===== config.mk =====
export PLATFORM = sky130hd
export DESIGN_NAME = fifo_wr_arbiter_flat
export DESIGN_NICKNAME = d
export VERILOG_FILES = /design/src/rtl/fifo_arb_pkg.sv /design/src/rtl/fifo_wr_arbiter_if.sv /design/src/rtl/rr_arb_pick.sv /design/src/rtl/fifo_wr_arbiter.sv /design/src/flat_wrapper.sv
export SDC_FILE = /design/constraint.sdc
export NUM_CORES = 1
export LEC_CHECK = 0
export CAP_MARGIN = 0
export CORE_ASPECT_RATIO = 0.5
export CORE_MARGIN = 1.5
export CORE_UTILIZATION = 37
export CTS_CLUSTER_DIAMETER = 60
export DETAILED_ROUTE_END_ITERATION = 16
export PLACE_DENSITY = 0.89
export SLEW_MARGIN = 20
export SYNTH_ARGS = -nofsm -noshare
export SYNTH_HDL_FRONTEND = slang
export SYNTH_SLANG_ARGS = --single-unit

===== constraint.sdc =====
create_clock -name wclk -period 1.8 [get_ports wclk]
set_input_delay 0.18 -clock wclk [delete_from_list [all_inputs] [get_ports wclk]]
set_output_delay 0.18 -clock wclk [all_outputs]
set_load 0.01 [all_outputs]

===== src/rtl/fifo_arb_pkg.sv =====
// fifo_arb_pkg: shared types and width helpers for the FIFO write-port arbiter.
//   arb_state_e    - arbiter FSM state (StIdle, StGrant)
//   OWNER_W/BCNT_W - owner index and beat counter widths for the default configuration
//   STALL_W        - width of the optional stall counter
//   owner_w()/bcnt_w() - the same widths for any NREQ / BURST_MAX
package fifo_arb_pkg;

  typedef enum logic [0:0] {
    StIdle  = 1'b0,
    StGrant = 1'b1
  } arb_state_e;

  localparam int unsigned DSIZE_DEF     = 8;
  localparam int unsigned NREQ_DEF      = 4;
  localparam int unsigned BURST_MAX_DEF = 4;

  localparam int unsigned OWNER_W = $clog2(NREQ_DEF);
  localparam int unsigned BCNT_W  = $clog2(BURST_MAX_DEF + 1);
  localparam int unsigned STALL_W = 16;

  function automatic int unsigned owner_w(input int unsigned nreq);
    return (nreq <= 2) ? 1 : $clog2(nreq);
  endfunction

  function automatic int unsigned bcnt_w(input int unsigned burst_max);
    return $clog2(burst_max + 1);
  endfunction

endpackage


===== src/rtl/fifo_wr_arbiter_if.sv =====
// fifo_wr_arbiter_if: requester / FIFO write-port bundle around the arbiter.
//   req, req_data   - per-requester valid and data (slice i = [i*DSIZE +: DSIZE])
//   gnt, ack        - one-hot grant and per-requester beat accept
//   winc, wdata     - FIFO write enable and data
//   wfull           - FIFO full flag
//   busy, owner_id  - arbiter status
// Modports: master = arbiter side, slave = requesters / FIFO side.
interface fifo_wr_arbiter_if
  import fifo_arb_pkg::*;
#(
  parameter int unsigned DSIZE = DSIZE_DEF,
  parameter int unsigned NREQ  = NREQ_DEF
) ();

  localparam int unsigned OwnerW = owner_w(NREQ);

  logic [NREQ-1:0]       req;
  logic [NREQ*DSIZE-1:0] req_data;
  logic [NREQ-1:0]       gnt;
  logic [NREQ-1:0]       ack;
  logic                  winc;
  logic [DSIZE-1:0]      wdata;
  logic                  wfull;
  logic                  busy;
  logic [OwnerW-1:0]     owner_id;

  modport master (
    input  req, req_data, wfull,
    output gnt, ack, winc, wdata, busy, owner_id
  );

  modport slave (
    output req, req_data, wfull,
    input  gnt, ack, winc, wdata, busy, owner_id
  );

endinterface


===== src/rtl/rr_arb_pick.sv =====
// rr_arb_pick: combinational round-robin selector.
//   req_i     - request vector
//   rr_ptr_i  - first index to consider; search wraps modulo NREQ
//   sel_o     - first requesting index at or after rr_ptr_i (0 if none)
//   any_req_o - any request present
module rr_arb_pick #(
  parameter int unsigned NREQ   = 4,
  parameter int unsigned OwnerW = 2
) (
  input  logic [NREQ-1:0]   req_i,
  input  logic [OwnerW-1:0] rr_ptr_i,
  output logic [OwnerW-1:0] sel_o,
  output logic              any_req_o
);

  logic [31:0]       idx;
  logic [OwnerW-1:0] cand;
  logic              found;

  always_comb begin
    sel_o = '0;
    found = 1'b0;
    idx   = '0;
    cand  = '0;
    for (int unsigned i = 0; i < NREQ; i++) begin
      // Modulo rather than bit truncation so non-power-of-2 NREQ wraps correctly.
      idx  = (32'(rr_ptr_i) + i) % NREQ;
      cand = OwnerW'(idx);
      if (!found && req_i[cand]) begin
        found = 1'b1;
        sel_o = cand;
      end
    end
    any_req_o = |req_i;
  end

endmodule


===== src/rtl/fifo_wr_arbiter.sv =====
// fifo_wr_arbiter: shares one FIFO write port between NREQ requesters using round-robin
// arbitration with bursts of at most BURST_MAX beats per grant, honouring wfull.
//   wclk      - clock
//   wrst      - synchronous active-high reset
//   bus       - fifo_wr_arbiter_if.master (req/req_data in, gnt/ack/winc/wdata/busy/owner_id
//               out, wfull in)
//   stall_cnt - saturating count of stalled GRANT cycles, only when FIFO_ARB_STATS_EN is defined
module fifo_wr_arbiter
  import fifo_arb_pkg::*;
#(
  parameter int unsigned DSIZE     = DSIZE_DEF,
  parameter int unsigned NREQ      = NREQ_DEF,
  parameter int unsigned BURST_MAX = BURST_MAX_DEF
) (
  input  logic               wclk,
  input  logic               wrst,
  fifo_wr_arbiter_if.master  bus
`ifdef FIFO_ARB_STATS_EN
  ,
  output logic [STALL_W-1:0] stall_cnt
`endif
);

  localparam int unsigned OwnerW = owner_w(NREQ);
  localparam int unsigned BcntW  = bcnt_w(BURST_MAX);

  arb_state_e        state_q, state_d;
  logic [NREQ-1:0]   gnt_q, gnt_d;
  logic [OwnerW-1:0] owner_q, owner_d;
  logic [OwnerW-1:0] rr_ptr_q, rr_ptr_d;
  logic [BcntW-1:0]  beat_cnt_q, beat_cnt_d;
  logic [OwnerW-1:0] sel;
  logic              any_req;
  logic              owner_req;
  logic              beat_ok;
  logic              last_beat;

  rr_arb_pick #(
    .NREQ   (NREQ),
    .OwnerW (OwnerW)
  ) u_pick (
    .req_i     (bus.req),
    .rr_ptr_i  (rr_ptr_q),
    .sel_o     (sel),
    .any_req_o (any_req)
  );

  // Write-port outputs are combinational from the registered owner, so the first beat
  // can be accepted in the same cycle the grant appears.
  always_comb begin
    owner_req    = bus.req[owner_q];
    beat_ok      = (state_q == StGrant) && owner_req && !bus.wfull;
    last_beat    = (beat_cnt_q == BcntW'(BURST_MAX - 1));
    bus.gnt      = gnt_q;
    bus.ack      = gnt_q & bus.req & {NREQ{~bus.wfull}};
    bus.winc     = |bus.ack;
    bus.wdata    = (state_q == StGrant) ? bus.req_data[owner_q*DSIZE +: DSIZE] : '0;
    bus.busy     = (state_q == StGrant);
    bus.owner_id = owner_q;
  end

  always_comb begin
    state_d    = state_q;
    gnt_d      = gnt_q;
    owner_d    = owner_q;
    rr_ptr_d   = rr_ptr_q;
    beat_cnt_d = beat_cnt_q;
    unique case (state_q)
      StIdle: begin
        if (any_req) begin
          state_d    = StGrant;
          gnt_d      = {{(NREQ-1){1'b0}}, 1'b1} << sel;
          owner_d    = sel;
          rr_ptr_d   = (sel == OwnerW'(NREQ - 1)) ? '0 : sel + 1'b1;
          beat_cnt_d = '0;
        end
      end
      StGrant: begin
        // Exit always lands in StIdle, giving the one-cycle bubble before the next grant.
        if (!owner_req || (beat_ok && last_beat)) begin
          state_d    = StIdle;
          gnt_d      = '0;
          beat_cnt_d = '0;
        end else if (beat_ok) begin
          beat_cnt_d = beat_cnt_q + 1'b1;
        end
      end
    endcase
  end

`ifdef FIFO_ARB_STATS_EN
  logic [STALL_W-1:0] stall_cnt_q, stall_cnt_d;

  always_comb begin
    stall_cnt_d = stall_cnt_q;
    if ((state_q == StGrant) && owner_req && bus.wfull && (stall_cnt_q != '1)) begin
      stall_cnt_d = stall_cnt_q + 1'b1;
    end
  end

  assign stall_cnt = stall_cnt_q;
`endif

  always_ff @(posedge wclk) begin
    if (wrst) begin
      state_q     <= StIdle;
      gnt_q       <= '0;
      owner_q     <= '0;
      rr_ptr_q    <= '0;
      beat_cnt_q  <= '0;
`ifdef FIFO_ARB_STATS_EN
      stall_cnt_q <= '0;
`endif
    end else begin
      state_q     <= state_d;
      gnt_q       <= gnt_d;
      owner_q     <= owner_d;
      rr_ptr_q    <= rr_ptr_d;
      beat_cnt_q  <= beat_cnt_d;
`ifdef FIFO_ARB_STATS_EN
      stall_cnt_q <= stall_cnt_d;
`endif
    end
  end

endmodule


===== src/flat_wrapper.sv =====
// flat-port wrapper written by rule: the top's interface ports become plain ports
module fifo_wr_arbiter_flat import fifo_arb_pkg::*;
#(
  parameter int unsigned DSIZE     = DSIZE_DEF,
  parameter int unsigned NREQ      = NREQ_DEF,
  parameter int unsigned BURST_MAX = BURST_MAX_DEF
)
  (wclk, wrst, bus_req, bus_req_data, bus_wfull, bus_gnt, bus_ack, bus_winc, bus_wdata, bus_busy, bus_owner_id);
  fifo_wr_arbiter_if #(.DSIZE(DSIZE), .NREQ(NREQ)) bus_i ();
  input  logic wclk;
  input  logic wrst;
  input wire logic [$bits(bus_i.req)-1:0] bus_req;
  input wire logic [$bits(bus_i.req_data)-1:0] bus_req_data;
  input wire logic [$bits(bus_i.wfull)-1:0] bus_wfull;
  output wire logic [$bits(bus_i.gnt)-1:0] bus_gnt;
  output wire logic [$bits(bus_i.ack)-1:0] bus_ack;
  output wire logic [$bits(bus_i.winc)-1:0] bus_winc;
  output wire logic [$bits(bus_i.wdata)-1:0] bus_wdata;
  output wire logic [$bits(bus_i.busy)-1:0] bus_busy;
  output wire logic [$bits(bus_i.owner_id)-1:0] bus_owner_id;
  assign bus_i.req = bus_req;
  assign bus_i.req_data = bus_req_data;
  assign bus_i.wfull = bus_wfull;
  assign bus_gnt = bus_i.gnt;
  assign bus_ack = bus_i.ack;
  assign bus_winc = bus_i.winc;
  assign bus_wdata = bus_i.wdata;
  assign bus_busy = bus_i.busy;
  assign bus_owner_id = bus_i.owner_id;
  fifo_wr_arbiter #(.DSIZE(DSIZE), .NREQ(NREQ), .BURST_MAX(BURST_MAX)) u_core (.wclk(wclk), .wrst(wrst), .bus(bus_i));
endmodule

==> impl_metrics.ini <==
[sta]
worstMarginPinSlew_ns = 0.591
final_hold_viol_count = 0
fin_ws_ns = -0.0370
rsz0062_at_grt = true
relSlewSlack_pct = 60.4
setup_violations = 1
fin_hold_ws_ns = 0.478
clock_skew_ns = 0.00941
clock.fmax_ghz = 0.544
min_period_ns = 1.84
slew_viol_final = 0
period_share_pct = 102

[cts]
clockBufferDepth = 2
worstSkewPairLatency_ns = 0.25
cts_root_buffer = clkbuf_8
clkTransAtPathRegs_ns = 0.06
htree_levels = 1
cts_hold_buffers = 0
numClockSinks = 12
cts_buffers = 3
cts_tree = built

[pwr]
p_seq_share_pct = 28.9
leakagePower_nw = 0.785
comb_power_share_pct = 44.3
power.density_mw_per_mm2 = 640
peakVddDrop_mv = 0.530
p_int_mw = 0.790
switching_power_mw = 0.354
switching_share_pct = 31.0
clkPwrFrac_pct = 26.8

[drt]
drt_first_iter_violations = 49
drc = 0
routedWlPerCell_um = 17.5
ant_nets = 0
viasPerCell = 5.31
vias = 1169
wl_mm = 3.85
first_pass_iters = 4

[cells_and_area]
seq_area_um2 = 241
drive_above_1_share_pct = 27.6
n_antenna_cell = 0
fin_area_mm2 = 0.00179
area_growth_pct = 82.6
nNetsFinal = 231
nFillCells = 162
multi_input_area_um2 = 698

[setup_path]
crit_family = multiplexers
worstPathCellList = buf_6, mux4_1, and2_1, clkbuf_2
critPathLaunchType = flop
cp.required_ns = 1.62
critPathArrivalTime_ns = 1.66
r2r_setup_slack_ns = 0.09
worst-path-buf-inv = 2
slowest_delay_ns = 0.60
critPathKind = flop to output pin
end_kind = output pin
crit_slowest_cell = mux4_1
cp_max_fo = 5

[logic_synthesis]
yosysWarnings = 0
syn_nets = 150
netlist_instances = 105
synth_seq_area_share_pct = 24.5
synth_area_um2 = 980
synth.distinct_cells = 30
avgSynthCellArea_um2 = 9.33
ys_seq_elements = 12

[run_status]
violations = setup timing
status = complete, but fails checks

[floorplan]
num_rows = 12
fp.dieW_um = 75.8
chipHeight_um = 39.4
initial_core_util_pct = 41.6
io_pins = 59
coreArea_mm2 = 0.00236
die_area_mm2 = 0.00298

[global_route]
grt_pass1_wl_mm = 4.97
grt_use_total_pct = 23.8
grt_overflow = 0
grt_max_degree = 16
grt_pass1_vias = 1081
antenna_found_initial = 0

[placed_design]
dpl_cell_area_mm2 = 0.00173
io_buffers = 58
gp_congestion = 0.862
hpwl_mm = 2.71

[job]
maxCapViolations = 0

[hold_path]
hold_class = flop to flop
## cells in the mapped netlist
cell type  count  share of area, %
and3_2         2               1.5
a31o_2         1              0.89
a211oi_1       1              0.77
nor2b_1        3               1.9
buf_1          1              0.38
ha_1           6               7.7
mux4_1         8                21
nor3_1         1              0.51
buf_6          1               1.1
o22ai_1        1              0.64
o21a_1         1              0.77
o21ai_0        4               2.0
nand3_1        5               2.6
dfxtp_1       12                25
nand2_1        9               3.4
o41ai_1        1              0.89
a21oi_1        7               3.6
clkbuf_1       1              0.38
nor2_1        10               3.8
nand2b_1       3               1.9
or2_2          2               1.3
and2_1        10               6.4
o31ai_1        3               2.3
inv_1          6               2.3
or4_1          1              0.77
mux4_2         1               2.3
buf_2          1              0.51
o221ai_1       1              0.89
nor4_1         1              0.64
a22o_4         1               1.8
## worst reg2reg max path, cell delays in order (launching register included)
cell and delay (ns):
dfxtp_2 0.34, buf_6 0.14, mux4_2 0.56, and3_2 0.26, o21ai_0 0.20, a21oi_1 0.09
## final timing paths
kind / start / endpoint / depth (start not counted)
worst max register to register: u_core.bus.owner_id[0] / u_core.bus.gnt[1] / 5
worst max-delay path: u_core.bus.owner_id[0] / bus_wdata[5] / 4
worst min register to register: u_core.beat_cnt_q[2] / u_core.beat_cnt_q[2] / 2
worst min-delay path: u_core.beat_cnt_q[2] / u_core.beat_cnt_q[2] / 2
## registers in the layout, summed over array words and instances (netlist names)
signal               flops
u_core.bus.gnt           4
u_core.beat_cnt_q        3
u_core.bus.owner_id      2
u_core.rr_ptr_q          2
u_core.bus.busy          1
## final cells by class
class                   count  area share, %
inverters                   6           1.26
repair buffers             80           40.7
clock buffers               4           3.08
multi-input cells          83           39.0
well taps                  35           2.45
flip-flops and latches     12           13.5
## repair_timing
action / CTS / global route
endpoints found under the setup margin: 14 / 16
hold endpoints to repair: 0 / 0
gates resized for setup: 25 / 18
buffers inserted: 1 / 1
cloned: 0 / 0
## cell usage in the layout (no fill, tap or decap), types with 3 or more instances in the layout
cell and n:
buf_4 20, nor2_1 10, mux4_1 3, o31ai_1 3, mux4_2 6, dfxtp_1 11
clkbuf_8 4, ha_1 6, a21oi_1 6, dlymetal6s2s_1 4, o21ai_0 4, nor2b_1 3
and2_1 10, nand3_1 5, nand2b_1 3, clkbuf_2 5, nand2_1 9, clkdlybuf4s50_1 45
inv_1 6
## stage by stage
| step | setup slack [ns] | utilization, % | power, mW | TNS (ns) | instances |
|---|---|---|---|---|---|
| 3_5_place_dp | -0.326 | 73.4 | 0.812 | -3.81 | 214 |
| 2_1_floorplan | 0.177 | - | 0.538 | 0 | 105 |
| 5_1_grt | -0.0512 | 75.9 | 1.20 | -0.134 | 220 |
| 4_1_cts | -0.104 | 75.6 | 1.12 | -0.227 | 219 |
| 6_report | -0.0370 | 75.9 | 1.14 | -0.0370 | 220 |
| 3_3_place_gp | -0.231 | 73.4 | 0.793 | -2.70 | 214 |
## routing by layer
metal | GRT usage [%] | vias up | part of all wire (%)
met1 | 26.4 | 550 | 38
met4 | 10.3 | 0 | 2.6
li1 | - | 547 | -
met3 | 5.14 | 12 | 10
met2 | 45.0 | 60 | 49
met5 | 0 | - | 0
## cell families after synthesis
| logic type | synth area share [%] |
|---|---|
| and+or+nand+nor | 24.8 |
| AOI/OAI and AO/OA | 14.6 |
| DFF | 24.5 |
| adders and majority gates | 7.66 |
| buffers and inverters | 4.72 |
| muxes | 23.8 |
## power by group through the flow
| stage | clock network (mW) | logic [mW] | registers, mW |
|---|---|---|---|
| 2_1_floorplan | 0 | 0.213 | 0.325 |
| 3_3_place_gp | 0 | 0.465 | 0.328 |
| 3_5_place_dp | 0 | 0.481 | 0.331 |
| 4_1_cts | 0.310 | 0.483 | 0.327 |
| 5_1_grt | 0.327 | 0.542 | 0.333 |
| 6_report | 0.307 | 0.507 | 0.331 |
Note: power is estimated with default switching activity, not from simulation.
